===== src/rtl/multi_ch_fifo.sv =====
// multi_ch_fifo: NUM_CH independent ring-buffer FIFOs on one clock; define FIFO_FWFT_EN for first-word-fall-through reads
module multi_ch_fifo #(
  parameter int NUM_CH = 4,
  parameter int DEPTH = 8,
  parameter int DATA_WIDTH = 16,
  parameter int AFULL_TH = DEPTH - 2,
  parameter int AEMPTY_TH = 1,
  localparam int CW = $clog2(DEPTH) + 1
) (
  input  logic                         clk,
  input  logic                         rst,
  input  logic [NUM_CH-1:0]            fifo_wen,
  input  logic [NUM_CH-1:0]            fifo_ren,
  input  logic [NUM_CH*DATA_WIDTH-1:0] fifo_din,
  output logic [NUM_CH*DATA_WIDTH-1:0] fifo_dout,
  output logic [NUM_CH-1:0]            fifo_full,
  output logic [NUM_CH-1:0]            fifo_empty,
  output logic [NUM_CH-1:0]            fifo_afull,
  output logic [NUM_CH-1:0]            fifo_aempty,
  output logic [NUM_CH*CW-1:0]         fifo_count,
  input  logic                         err_clr,
  output logic [NUM_CH-1:0]            ovf_err,
  output logic [NUM_CH-1:0]            udf_err
);
  localparam int AW = $clog2(DEPTH);
  localparam logic [CW-1:0] FULL_C = CW'(DEPTH);
  localparam logic [CW-1:0] AF_C = CW'(AFULL_TH);
  localparam logic [CW-1:0] AE_C = CW'(AEMPTY_TH);
  for (genvar g = 0; g < NUM_CH; g++) begin : g_ch
    logic [DATA_WIDTH-1:0] mem [DEPTH];
    logic [AW-1:0] wr_ptr, rd_ptr;
    logic [CW-1:0] cnt, cnt_nxt;
    logic full, empty, afull, aempty, ovf, udf, push, pop;
    assign pop = fifo_ren[g] & ~empty;
    assign push = fifo_wen[g] & (~full | pop);
    assign cnt_nxt = cnt + CW'(push) - CW'(pop);
    always_ff @(posedge clk) begin
      if (rst) begin
        wr_ptr <= '0;
        rd_ptr <= '0;
        cnt <= '0;
        full <= 1'b0;
        empty <= 1'b1;
        afull <= 1'b0;
        aempty <= 1'b1;
        ovf <= 1'b0;
        udf <= 1'b0;
      end else begin
        wr_ptr <= push ? wr_ptr + 1'b1 : wr_ptr;
        rd_ptr <= pop ? rd_ptr + 1'b1 : rd_ptr;
        cnt <= cnt_nxt;
        full <= cnt_nxt == FULL_C;
        empty <= cnt_nxt == '0;
        afull <= cnt_nxt >= AF_C;
        aempty <= cnt_nxt <= AE_C;
        ovf <= (ovf & ~err_clr) | (fifo_wen[g] & ~push);
        udf <= (udf & ~err_clr) | (fifo_ren[g] & empty);
      end
    end
    always_ff @(posedge clk)
      if (!rst && push) mem[wr_ptr] <= fifo_din[g*DATA_WIDTH +: DATA_WIDTH];
`ifdef FIFO_FWFT_EN
    assign fifo_dout[g*DATA_WIDTH +: DATA_WIDTH] = mem[rd_ptr];
`else
    logic [DATA_WIDTH-1:0] dout;
    always_ff @(posedge clk)
      if (rst) dout <= '0;
      else if (pop) dout <= mem[rd_ptr];
    assign fifo_dout[g*DATA_WIDTH +: DATA_WIDTH] = dout;
`endif
    assign fifo_full[g] = full;
    assign fifo_empty[g] = empty;
    assign fifo_afull[g] = afull;
    assign fifo_aempty[g] = aempty;
    assign fifo_count[g*CW +: CW] = cnt;
    assign ovf_err[g] = ovf;
    assign udf_err[g] = udf;
  end
endmodule


===== config.mk =====
export PLATFORM = sky130hd
export DESIGN_NAME = multi_ch_fifo
export DESIGN_NICKNAME = d
export VERILOG_FILES = /design/src/rtl/multi_ch_fifo.sv
export SDC_FILE = /design/constraint.sdc
export NUM_CORES = 1
export LEC_CHECK = 0
export CORE_ASPECT_RATIO = 0.6
export CORE_MARGIN = 5
export CORE_UTILIZATION = 35
export CTS_CLUSTER_DIAMETER = 40
export DETAILED_ROUTE_END_ITERATION = 7
export GPL_TIMING_DRIVEN = 0
export PLACE_DENSITY_LB_ADDON = 0.12
export RECOVER_POWER = 100
export SLEW_MARGIN = 20
export SYNTH_ARGS = -nofsm -noshare
export SYNTH_HDL_FRONTEND = slang
export SYNTH_SLANG_ARGS = --single-unit

===== constraint.sdc =====
create_clock -name clk -period 4.1 [get_ports clk]
set_input_delay 0.82 -clock clk [delete_from_list [all_inputs] [get_ports clk]]
set_output_delay 0.82 -clock clk [all_outputs]
set_load 0.005 [all_outputs]

==> results.toml, run 1 <==
[outcome]
status = "finished, violations left"
violations = "capacitance limit, slew limit"

[clocking]
cts_sinks = 640
cts_buffers = 77
clk_latency_ns = 0.62
clk_pin_slew_ns = 0.06
clock_path_buffers = 3
post-cts-setup-buffer-count = 0
cts_resized = 0
ctsHoldBuffers = 0
cts-root-buf = "clkbuf_16"
tritoncts = "built"
htree_levels = 3

[logic_synthesis]
synth_area_um2 = 25380
synth-edff-count = 512
synth.largest_area_cell = "edfxtp_1"
synthCells = 1604
synth-main-ff-cell = "edfxtp_1"
yosys_warnings = 0
avgSynthCellArea_um2 = 15.82
ys_top_cells_by_area = "edfxtp_1, mux2i_1, dfxtp_1, a22oi_1, nor3_2"
synth_seq_area_share_pct = 70.68
ys_async_sr_fraction_pct = 0
synth_fp_nets = 1707
yosysUniqueCellTypes = 43
yosys_register_bits = 640
synth_top_area_share_pct = 60.58

[global_route]
grt_pass1_wl_mm = 99.98
grt-ovfl-total = 0
grt_usage_pct = 17.50
first_global_vias = 14672
grt_start_max_net_pins = 17
antenna_found_initial = 3

[finish]
stdcell_count = 2950
area_delta_synth_final_pct = 22.83
nets = 2009
final_common_cell = "edfxtp_1"
regArea_um2 = 17940
drive_gt1_share_pct = 15.22
mostFrequentLayoutCells = "edfxtp_1, mux2i_1, dlygate4sd3_1, a22oi_1, dfxtp_1"
final_cell_area_um2 = 31170
multiInputGateArea_um2 = 6384
fillCellCount = 6481

[power_and_ir_drop]
swShare_pct = 28.84
p_comb_share_pct = 22.4
irDropWorstVdd_uv = 309.3
power_frac_seq_pct = 41.0
power_density_nw_per_um2 = 617.0
p_clk_share_pct = 36.5
p_sw_mw = 5.547
p_leak_nw = 10.61
intPower_mw = 13.69

[drt]
viasPerCell = 4.864
ant_nets = 0
routed_wl_mm = 68.32
num_vias = 14349
firstDrtPassIters = 4
drt_iter0_drc = 978
drc = 0
routedWlPerCell_um = 23.16

[floorplanning]
core_um2 = 71790
initial_utilization_pct = 35.35
dieArea_um2 = 78170
rows = 76
dieHeight_um = 218.6
ios = 179
die_w_um = 357.6

[placed_design]
gp_congestion = 0.7369
dpl.hpwl_mm = 45.90
placedInstanceArea_um2 = 28900
dp_slack_ns = 0.1444
port_buffers = 177
dp.cells = 2802

[setup_path]
cp.arrival_ns = 4.12
criticalPathCategory = "primary input to register"
rr_worst_depth = 12
rr_startpoint = "g_ch[1].empty"
crit_fanout = 10
worstSetupEndpoint = "g_ch[1].afull"
required_ns = 4.62
crit_path_end_kind = "register"
reg2reg_to = "g_ch[1].afull"
worstSetupStartpointType = "primary input"
startpoint = "fifo_ren[1]"
reg2reg_slack_ns = 0.73

[timing]
setup_viol = 0
timing.final.ws_setup_ns = 0.4917
hold_viol = 0
fin_crit_sh_pct = 88.01
maxSlewViolCount = 136
skew_ns = 0.02254
period_minus_slack_ns = 3.608
relSlewSlack_pct = -42.39
fmax_mhz = 277.1
worst_pin_slew_ns = 2.128
hold_slack_ns = 0.4970
rsz0062_at_grt = "no"
fin_setup_tns_ns = 0

[min_path]
hp-class = "register to register"

[flow_run]
maxCapViolCount = 8
## worst max-delay path: stages
cell,delay [ns]
clkdlybuf4s50_1,0.43
nand2b_1,0.08
clkbuf_1,0.54
inv_1,0.25
o21ai_4,0.36
ha_1,0.29
inv_1,0.05
ha_1,0.15
inv_1,0.06
fa_1,0.40
xor2_1,0.20
or2_2,0.28
a21oi_1,0.20
## worst min path at each step
stage                      startpoint           endpoint  slack (ns)  cells after the start
detailed placement        g_ch[2].ovf        g_ch[2].ovf        0.48                      2
CTS                 g_ch[0].wr_ptr[0]  g_ch[0].wr_ptr[0]        0.50                      2
global route        g_ch[0].wr_ptr[0]  g_ch[0].wr_ptr[0]        0.52                      2
floorplan                 g_ch[0].ovf        g_ch[0].ovf        0.45                      2
finish               g_ch[1].dout[10]   g_ch[1].dout[10]        0.50                      2
global placement          g_ch[0].ovf        g_ch[0].ovf        0.47                      2
## flip-flops by register name, summed over array words and instances, names as in the netlist
signal,cells
g_ch.full,4
g_ch.mem,512
g_ch.udf,4
g_ch.aempty,4
g_ch.ovf,4
g_ch.empty,4
g_ch.afull,4
g_ch.dout,64
g_ch.wr_ptr,12
g_ch.rd_ptr,12
g_ch.cnt,16
## power by group through the flow
| stage | clock network [mW] | logic, mW | registers, mW |
|---|---|---|---|
| 3_5_place_dp | 0 | 4.59 | 8.04 |
| 5_1_grt | 7.51 | 4.75 | 7.95 |
| 4_1_cts | 7.21 | 4.61 | 7.91 |
| 3_3_place_gp | 0 | 4.48 | 8.05 |
| 2_1_floorplan | 0 | 2.76 | 7.95 |
| 6_report | 7.03 | 4.31 | 7.89 |
## Yosys cell counts, types with 7 or more instances
library cell  count
a21o_1            9
buf_12            8
xnor2_1           8
buf_6             9
a21oi_1          77
dfxtp_1         128
xor2_1           19
nor3_1           11
edfxtp_1        512
nor3_2           64
o211ai_1          7
nor2_1          127
ha_1             24
nand2_1          23
buf_4            44
buf_2            31
nor2b_1          14
inv_1            24
mux2i_1         260
clkbuf_1          9
buf_8             8
a22oi_1         132
## logic make-up (layout without fill, tap and decap cells)
| group | Yosys count | after routing | share of synthesized area, % |
|---|---|---|---|
| flip-flops | 640 | 640 | 70.68 |
| AND/OR/NAND/NOR | 272 | 272 | 6.207 |
| multiplexers | 260 | 260 | 10.25 |
| AO/OA/AOI/OAI | 237 | 237 | 6.414 |
| buffers and inverters | 140 | 507 | 4.013 |
| adder cells (fa/ha/maj) | 28 | 28 | 1.499 |
| XOR/XNOR | 27 | 27 | 0.9318 |
| other | 0 | 4 | 0 |
## area by class of cell
class,count,share of cell area [%]
repair buffers,223,6.350
clock inverters,49,1.622
flip-flops and latches,640,57.54
multi-input cells,824,20.48
diodes,4,0.03211
plain buffers,112,2.753
inverters,28,0.3412
well taps,975,3.913
clock buffers,95,6.968
## metrics by stage
step | util, % | power (mW)
after floorplan | - | 10.71
after global placement | 39.52 | 12.52
after detailed placement | 40.26 | 12.63
after CTS | 43.99 | 19.74
after global routing | 43.41 | 20.21
final | 43.42 | 19.23
## per-layer routing
metal / global-route usage [%] / wire (um) / vias to the layer above
li1: - / - / 6717
met1: 26.44 / 34560 / 7262
met2: 25.90 / 29220 / 279
met3: 3.754 / 3403 / 89
met4: 3.830 / 1125 / 2
met5: 0 / 12 / -
(Power assumes the default switching activity.)
==> run 2, diff against run 1 <==
--- a/config.mk
+++ b/config.mk
@@ -5,10 +5,10 @@
 export SDC_FILE = /design/constraint.sdc
 export NUM_CORES = 1
 export LEC_CHECK = 0
+export CAP_MARGIN = 20
 export CORE_ASPECT_RATIO = 0.6
 export CORE_MARGIN = 5
 export CORE_UTILIZATION = 35
-export CTS_CLUSTER_DIAMETER = 40
 export DETAILED_ROUTE_END_ITERATION = 7
 export GPL_TIMING_DRIVEN = 0
 export PLACE_DENSITY_LB_ADDON = 0.12
==> results.toml, run 2 (same netlist as run 1, synthesis figures left out) <==
[drt]
num_vias = 14251
firstDrtPassIters = 5
routed_wl_mm = 68.37
viasPerCell = 4.872
ant_nets = 0
routedWlPerCell_um = 23.38
drt_iter0_drc = 917
drc = 0

[timing]
fin_crit_sh_pct = 89.21
relSlewSlack_pct = -45.42
hold_viol = 0
fmax_mhz = 273.4
fin_setup_tns_ns = 0
hold_slack_ns = 0.4999
rsz0062_at_grt = "no"
timing.final.ws_setup_ns = 0.4423
period_minus_slack_ns = 3.658
setup_viol = 0
maxSlewViolCount = 136
skew_ns = 0.01591
worst_pin_slew_ns = 2.173

[clocking]
cts_resized = 0
clk_pin_slew_ns = 0.06
cts_sinks = 640
clk_latency_ns = 0.60
ctsHoldBuffers = 0
tritoncts = "built"
cts_buffers = 66
cts-root-buf = "clkbuf_16"
clock_path_buffers = 3
post-cts-setup-buffer-count = 0
htree_levels = 3

[global_route]
grt-ovfl-total = 0
grt_pass1_wl_mm = 99.02
first_global_vias = 14417
grt_usage_pct = 17.40
grt_start_max_net_pins = 17
antenna_found_initial = 1

[setup_path]
worstSetupStartpointType = "primary input"
cp.arrival_ns = 3.95
required_ns = 4.39
crit_fanout = 10
criticalPathCategory = "primary input to register"
crit_path_end_kind = "register"

[power_and_ir_drop]
power_mw = 18.15
irDropWorstVdd_uv = 275.9
power_density_nw_per_um2 = 593.3
p_leak_nw = 10.33

[finish]
regArea_um2 = 17940
mostFrequentLayoutCells = "edfxtp_1, mux2i_1, dlygate4sd3_1, a22oi_1, dfxtp_1"
fillCellCount = 6499
final_cell_area_um2 = 30600
largestRegisters = "g_ch.mem: 512 flops, g_ch.dout: 64 flops, g_ch.cnt: 16 flops"
final_common_cell = "edfxtp_1"
drive_gt1_share_pct = 13.24
area_delta_synth_final_pct = 20.58
multiInputGateArea_um2 = 6389
largest_register_ff_count = 512
nets = 1998
largest_register = "g_ch.mem"

[placed_design]
placedInstanceArea_um2 = 28900
dp_slack_ns = 0.1438
gp_congestion = 0.7369
port_buffers = 177
dpl.hpwl_mm = 45.86

[floorplanning]
die_w_um = 357.6
initial_utilization_pct = 35.35
core_um2 = 71790
ios = 179
rows = 76
dieHeight_um = 218.6
dieArea_um2 = 78170

[flow_run]
maxCapViolCount = 8

[outcome]
violations = "capacitance limit, slew limit"
status = "finished, violations left"

[min_path]
hp-class = "register to register"
==> run 2: cell count changes in the layout (fill, tap and decap cells not counted), sizes merged <==
cell	before	now
bufinv	6	2
buf	90	86
clkinvlp	6	1
clkinv	22	18
inv	43	27
diode	4	2
clkbuf	163	173
==> run 2: critical path, stage by stage <==
cell           delay, ns
dlygate4sd3_1       0.59
nand2b_1            0.08
buf_4               0.20
inv_1               0.19
clkbuf_1            0.61
o211ai_1            0.28
nor2_1              0.90
buf_6               0.27
==> run 2: power breakdown <==
group | leakage [nW] | switching [mW] | internal [mW]
Combinational | 3.60 | 2.42 | 1.89
Sequential | 5.68 | 0.326 | 7.56
Clock | 1.05 | 2.46 | 3.49
Total | 10.3 | 5.21 | 12.9
==> run 2: per-stage QoR <==
step,std cells,util (%)
finish,2925,42.62
global route,2923,42.62
CTS,2923,43.25
detailed placement,2802,40.26
global placement,2756,39.52
floorplan,1604,-
==> run 2: final timing paths <==
kind | slack, ns | to | from | cells past startpoint
worst max-delay path | 0.44 | g_ch[3].mem[5][9] | fifo_ren[3] | 8
worst min-delay path | 0.50 | g_ch[1].ovf | g_ch[1].ovf | 2
worst max register to register | 0.71 | g_ch[3].mem[5][9] | g_ch[3].empty | 7
worst min register to register | 0.50 | g_ch[1].ovf | g_ch[1].ovf | 2
==> run 2: layout make-up <==
cell class	count	share of cell area, %
flip-flops and latches	640	58.62
repair buffers	223	6.464
well taps	975	3.987
diodes	2	0.01636
inverters	28	0.3475
clock buffers	101	6.542
clock inverters	20	0.4702
plain buffers	112	2.678
multi-input cells	824	20.88
==> run 2: layer usage <==
layer | global-route usage (%) | wire length [um]
met2 | 25.80 | 29220
met4 | 3.525 | 993
met1 | 26.38 | 34740
met5 | 0 | 13
met3 | 3.721 | 3415
